[config.mk]
export PLATFORM = sky130hd
export DESIGN_NAME = lock_attempt_ctrl
export DESIGN_NICKNAME = d
export VERILOG_FILES = /design/src/rtl/lock_pkg.sv /design/src/rtl/sec_tick.sv /design/src/rtl/lock_attempt_ctrl.sv
export SDC_FILE = /design/constraint.sdc
export NUM_CORES = 1
export LEC_CHECK = 0
export ABC_AREA = 0
export BUFFER_PORTS_ARGS = -buffer_cell sky130_fd_sc_hd__clkbuf_2
export CAP_MARGIN = 20
export CORE_MARGIN = 5
export CORE_UTILIZATION = 55
export DETAILED_ROUTE_END_ITERATION = 7
export GPL_ROUTABILITY_DRIVEN = 0
export GPL_TIMING_DRIVEN = 1
export PLACE_DENSITY = 0.79
export SYNTH_ARGS = -nofsm -noshare
export SYNTH_HDL_FRONTEND = slang
export SYNTH_SLANG_ARGS = --single-unit
[constraint.sdc]
create_clock -name clk_125Mhz -period 2.54 [get_ports clk_125Mhz]
set_input_delay 0.127 -clock clk_125Mhz [delete_from_list [all_inputs] [get_ports clk_125Mhz]]
set_output_delay 0.127 -clock clk_125Mhz [all_outputs]
set_load 0.02 [all_outputs]
[src/rtl/lock_pkg.sv]
// Shared state encoding and status LED colours for the lock attempt controller.
package lock_pkg;

  typedef enum logic [2:0] {
    ST_IDLE     = 3'd0,
    ST_CHECK    = 3'd1,
    ST_UNLOCKED = 3'd2,
    ST_FAIL     = 3'd3,
    ST_LOCKOUT  = 3'd4
  } state_t;

  // LED colours as {R,G,B}
  localparam logic [2:0] LED_BLUE  = 3'b001;
  localparam logic [2:0] LED_GREEN = 3'b010;
  localparam logic [2:0] LED_RED   = 3'b100;

  function automatic logic [2:0] led_for(input state_t s);
    case (s)
      ST_UNLOCKED:         return LED_GREEN;
      ST_FAIL, ST_LOCKOUT: return LED_RED;
      default:             return LED_BLUE;
    endcase
  endfunction

endpackage

[src/rtl/sec_tick.sv]
// One-second tick prescaler: counts 0..TICK_DIV-1 while enabled and pulses tick
// on the last count. clr restarts the period so the first tick lands TICK_DIV cycles later.
module sec_tick #(
  parameter int TICK_DIV = 125_000_000
) (
  input  logic clk_125Mhz,
  input  logic rst,
  input  logic clr,
  input  logic en,
  output logic tick
);

  localparam int CW = (TICK_DIV > 1) ? $clog2(TICK_DIV) : 1;

  logic [CW-1:0] cnt;

  assign tick = en && (cnt == CW'(TICK_DIV - 1));

  always_ff @(posedge clk_125Mhz) begin
    if (rst || clr) begin
      cnt <= '0;
    end else if (en) begin
      if (tick) cnt <= '0;
      else      cnt <= cnt + 1'b1;
    end
  end

endmodule

[src/rtl/lock_attempt_ctrl.sv]
// Password attempt controller with retry limit, timed lockout and status outputs.
// Optional auto-relock of the UNLOCKED state is built when LOCK_AUTO_RELOCK_EN is defined.
//
// state    | meaning
// ---------+-------------------------------------------------------------
// IDLE     | locked, waiting for enter
// CHECK    | one cycle: compare pass_in against pass_set
// UNLOCKED | open until cancel (or relock timeout when enabled)
// FAIL     | wrong entry, hold one tick period, enter ignored
// LOCKOUT  | retries exhausted, buttons disabled, count down lockout_sec
module lock_attempt_ctrl
  import lock_pkg::*;
#(
  parameter int MAX_TRIES   = 3,
  parameter int TICK_DIV    = 125_000_000,
  parameter int LOCKOUT_SEC = 30,
  parameter int RELOCK_SEC  = 10
) (
  input  logic        clk_125Mhz,
  input  logic        rst,
  input  logic        enter,
  input  logic        cancel,
  input  logic [11:0] pass_in,
  input  logic [11:0] pass_set,
  output logic        lock,
  output logic        btn_enb,
  output logic [3:0]  tries_left,
  output logic [7:0]  lockout_sec,
  output logic [2:0]  led_rgb
);

  if (MAX_TRIES < 1 || MAX_TRIES > 15)     $error("MAX_TRIES out of range 1..15");
  if (LOCKOUT_SEC < 1 || LOCKOUT_SEC > 255) $error("LOCKOUT_SEC out of range 1..255");
  if (RELOCK_SEC < 1 || RELOCK_SEC > 255)   $error("RELOCK_SEC out of range 1..255");
  if (TICK_DIV < 1)                         $error("TICK_DIV must be at least 1");

  state_t state, state_next;
  logic   tick;
  logic   tick_en;
  logic   tick_clr;
  logic   match;
  logic   relock_restart;

  assign match = (pass_in == pass_set);

`ifdef LOCK_AUTO_RELOCK_EN
  logic [7:0] relock_cnt;

  // Any enter while open restarts the relock window, including the prescaler phase.
  assign relock_restart = (state == ST_UNLOCKED) && enter && !cancel;
  assign tick_en        = (state == ST_FAIL) || (state == ST_LOCKOUT) || (state == ST_UNLOCKED);

  always_ff @(posedge clk_125Mhz) begin
    if (rst) begin
      relock_cnt <= 8'(RELOCK_SEC);
    end else if ((state_next == ST_UNLOCKED) && ((state != ST_UNLOCKED) || relock_restart)) begin
      relock_cnt <= 8'(RELOCK_SEC);
    end else if ((state == ST_UNLOCKED) && tick) begin
      relock_cnt <= relock_cnt - 8'd1;
    end
  end
`else
  assign relock_restart = 1'b0;
  assign tick_en        = (state == ST_FAIL) || (state == ST_LOCKOUT);
`endif

  assign tick_clr = (state_next != state) || relock_restart;

  sec_tick #(
    .TICK_DIV(TICK_DIV)
  ) u_sec_tick (
    .clk_125Mhz(clk_125Mhz),
    .rst       (rst),
    .clr       (tick_clr),
    .en        (tick_en),
    .tick      (tick)
  );

  always_comb begin
    state_next = state;
    case (state)
      ST_IDLE: begin
        if (enter && !cancel) state_next = ST_CHECK;
      end
      ST_CHECK: begin
        if (cancel)                   state_next = ST_IDLE;
        else if (match)               state_next = ST_UNLOCKED;
        else if (tries_left <= 4'd1)  state_next = ST_LOCKOUT;
        else                          state_next = ST_FAIL;
      end
      ST_UNLOCKED: begin
        if (cancel) state_next = ST_IDLE;
`ifdef LOCK_AUTO_RELOCK_EN
        else if (!enter && tick && (relock_cnt <= 8'd1)) state_next = ST_IDLE;
`endif
      end
      ST_FAIL: begin
        if (tick) state_next = ST_IDLE;
      end
      ST_LOCKOUT: begin
        if (tick && (lockout_sec <= 8'd1)) state_next = ST_IDLE;
      end
      default: state_next = ST_IDLE;
    endcase
  end

  // Status outputs are registered from the next state so they track state exactly.
  always_ff @(posedge clk_125Mhz) begin
    if (rst) begin
      state       <= ST_IDLE;
      lock        <= 1'b1;
      btn_enb     <= 1'b1;
      led_rgb     <= LED_BLUE;
      tries_left  <= 4'(MAX_TRIES);
      lockout_sec <= 8'd0;
    end else begin
      state   <= state_next;
      lock    <= (state_next != ST_UNLOCKED);
      btn_enb <= (state_next != ST_LOCKOUT);
      led_rgb <= led_for(state_next);

      case (state)
        ST_CHECK: begin
          if (!cancel) begin
            if (match) begin
              tries_left <= 4'(MAX_TRIES);
            end else begin
              tries_left <= tries_left - 4'd1;
              if (tries_left <= 4'd1) lockout_sec <= 8'(LOCKOUT_SEC);
            end
          end
        end
        ST_LOCKOUT: begin
          if (tick) begin
            lockout_sec <= lockout_sec - 8'd1;
            if (lockout_sec <= 8'd1) tries_left <= 4'(MAX_TRIES);
          end
        end
        default: ;
      endcase
    end
  end

endmodule

==> results.cfg <==
[status]
status = complete, no violations

[global_route]
grt_max_degree = 23
grt_pass1_vias = 2083
grt_antenna_before_repair = 0
grt_pass1_wl_um = 8887
grt_overflow_total = 0
grt_usage_pct = 17.87

[critical_path]
worst-setup-path-type = register to register
crit_path_end_kind = register
cp_data_required_time_ns = 2.74
crit_chain = or4bb_1 -> nor4_4 -> and2_4 -> o221ai_2 -> o221ai_4 -> buf_12 -> nor2_1
cpPeakStageDelay_ns = 0.55
crit_path_max_fanout = 22
crit_start = u_sec_tick.cnt[26]
r2r_slack_ns = 0.18
cp_slowest_cell = or4bb_1
reg2reg_to = u_sec_tick.cnt[5]
cp-start-kind = register
r2r_cells = 7
reg2reg_from = u_sec_tick.cnt[26]
endpoint = u_sec_tick.cnt[5]
worstPathArrival_ns = 2.56

[sta]
skew_ns = 0.005072
rsz0062_at_grt = false
fin_crit_ns = 2.357
relSlewSlack_pct = 64.38
slew_viol_final = 0
min_period_over_period_pct = 92.81
tightest_slew_ns = 0.5277
setup_violations = 0
setup_tns_ns = 0
hold_ws_ns = 0.1171
setup_ws_ns = 0.1825
max_freq_mhz = 424.2
hold_viol_final = 0

[clock_tree]
cts_buffers = 5
clock_sinks = 47
root_buffer = clkbuf_8
insertion_delay_ns = 0.30
htree_levels = 2
cts_tree = yes
post-cts-setup-buffers = 0
cts_resized = 0
cts_hold_buf = 0
cts_max_path_buffers = 2
path_clk_slew_ns = 0.08

[placement]
io_buffer_count = 44
hpwlAfterDp_um = 4027
place_ws_ns = 0.1906
placed_cell_area_um2 = 2828

[layout]
diodes = 0
nFillCells = 402
drive_above_1_share_pct = 22.58
finish.net_count = 373
area_growth_pct = 16.39
design_area_um2 = 2932

[power]
switching_share_pct = 22.98
clock_power_share_pct = 36.8
p_leak_uw = 0.001093
irDropWorstVdd_mv = 0.3301
combPwrFrac_pct = 8.1
p_total_uw = 1350
p_int_uw = 1040
share_seq_of_total_power_pct = 55.1
cellPowerDensity_nw_per_um2 = 460.5
p_switching_uw = 310.2

[route]
vias = 2141
vias_per_cell = 5.448
drt-total-wl_um = 5143
drtIter0Drc = 51
ant_nets = 0
dr.pass1.iters = 4
wl_per_cell_um = 13.09
route.detailed.drc = 0

[die]
rows = 24
start_util_pct = 57.45
die-area_um2 = 6033
die_x_um = 77.67
dieHeight_um = 77.67
pin_count = 45
coreArea_um2 = 4384

[yosys]
synth_warnings = 0
seq_area_frac_synth_pct = 37.36
syn_nets = 322
synthCells = 289
synth_top_area_share_pct = 37.36
synthDistinctLibCells = 50
synth_edf_count = 0
synth_flop_cell = dfxtp_1
async_flop_share_pct = 0
synth_top_area_cell = dfxtp_1
syn_area_um2 = 2519
yosys_register_bits = 47
syn_avg_cell_area_um2 = 8.715
synth.area.top_cells = dfxtp_1 37%, xnor2_1 11%, nor2_1 6.9%

[hold_path]
hp-start = rst
min_path_type = input port to register

[job]
maxCapViolations = 0
## cells in the final DEF (no fill, tap or decap), types with 4 or more instances in the layout
| master | synthesis | routed |
|---|---|---|
| nand2b_1 | 5 | 5 |
| ha_1 | 5 | 5 |
| buf_4 | 0 | 7 |
| nor3_1 | 7 | 7 |
| xor2_1 | 15 | 15 |
| clkbuf_2 | 0 | 44 |
| xnor2_1 | 33 | 33 |
| nor2_1 | 46 | 46 |
| inv_1 | 10 | 10 |
| dfxtp_1 | 47 | 47 |
| nand3_1 | 13 | 13 |
| nand2_1 | 16 | 16 |
| nor2b_1 | 5 | 5 |
| clkbuf_8 | 0 | 7 |
| o21ai_0 | 4 | 4 |
| nor4_1 | 9 | 9 |
| nand4_1 | 11 | 11 |
| a21oi_1 | 11 | 11 |
## worst min path at each step
stage | to | depth (start not counted)
global placement | lockout_sec[2] | 2
floorplan | led_rgb[1] | 3
finish | lockout_sec[4] | 2
detailed placement | lockout_sec[4] | 2
CTS | lockout_sec[4] | 2
global route | lockout_sec[4] | 2
## flip-flops by register name (all words and copies together), names as in the netlist
name,cells
btn_enb,1
led_rgb,3
tries_left,4
state,3
lock,1
u_sec_tick.cnt,27
lockout_sec,8
## through the flow
step           cells  utilization, %
5_1_grt          393           66.87
3_5_place_dp     385           64.50
4_1_cts          393           66.87
2_1_floorplan    289               -
3_3_place_gp     385           64.50
6_report         393           66.87
## cell usage after synthesis, types with 4 or more instances
library cell and instances:
inv_1 10, a21oi_1 11, nor3_1 7, nor2b_1 5, dfxtp_1 47, o21ai_0 4
nand2b_1 5, nand4_1 11, ha_1 5, nand2_1 16, nor4_1 9, nor2_1 46
xor2_1 15, xnor2_1 33, nand3_1 13
## layout make-up
cell class	instances	area (um^2)	share of cell area [%]
Inverter	10	37.54	1.280
Clock buffer	7	96.34	3.286
Clock inverter	1	7.507	0.2561
Tap cell	52	65.06	2.219
Multi-Input combinational cell	224	1491	50.87
Sequential cell	47	940.9	32.10
Timing Repair Buffer	52	292.8	9.987
## layer usage
layer  track usage [%]  routed length (um)  vias to the layer above
li1                  -                   -                     1099
met1             21.09                2231                      977
met2             30.63                2532                       55
met3             4.282                 297                       10
met4             7.732                  80                        0
met5                 0                   0                        -
## cell families after synthesis
logic type | share of synthesized area, %
adders and majority gates | 2.484
buffers and inverters | 3.428
AOI/OAI and AO/OA | 8.744
and+or+nand+nor | 30.90
xor gates and xnor gates | 16.69
DFF | 37.36
muxes | 0.3974
## power groups by stage
stage               Clock, uW  Sequential (uW)  Combinational (uW)
floorplan                   0              763                67.6
global placement            0              762                 106
detailed placement          0              762                 109
CTS                       515              744                 110
global route              547              745                 120
finish                    497              744                 109
## worst max-delay path: cells and delay by family, from the launching register on
family	cells	cell delay [ns]
buffers and inverters	1	0.20
AND/OR/NAND/NOR	4	1.19
flip-flops	1	0.39
AO/OA/AOI/OAI	2	0.47
Note: power is estimated with default switching activity, not from simulation.
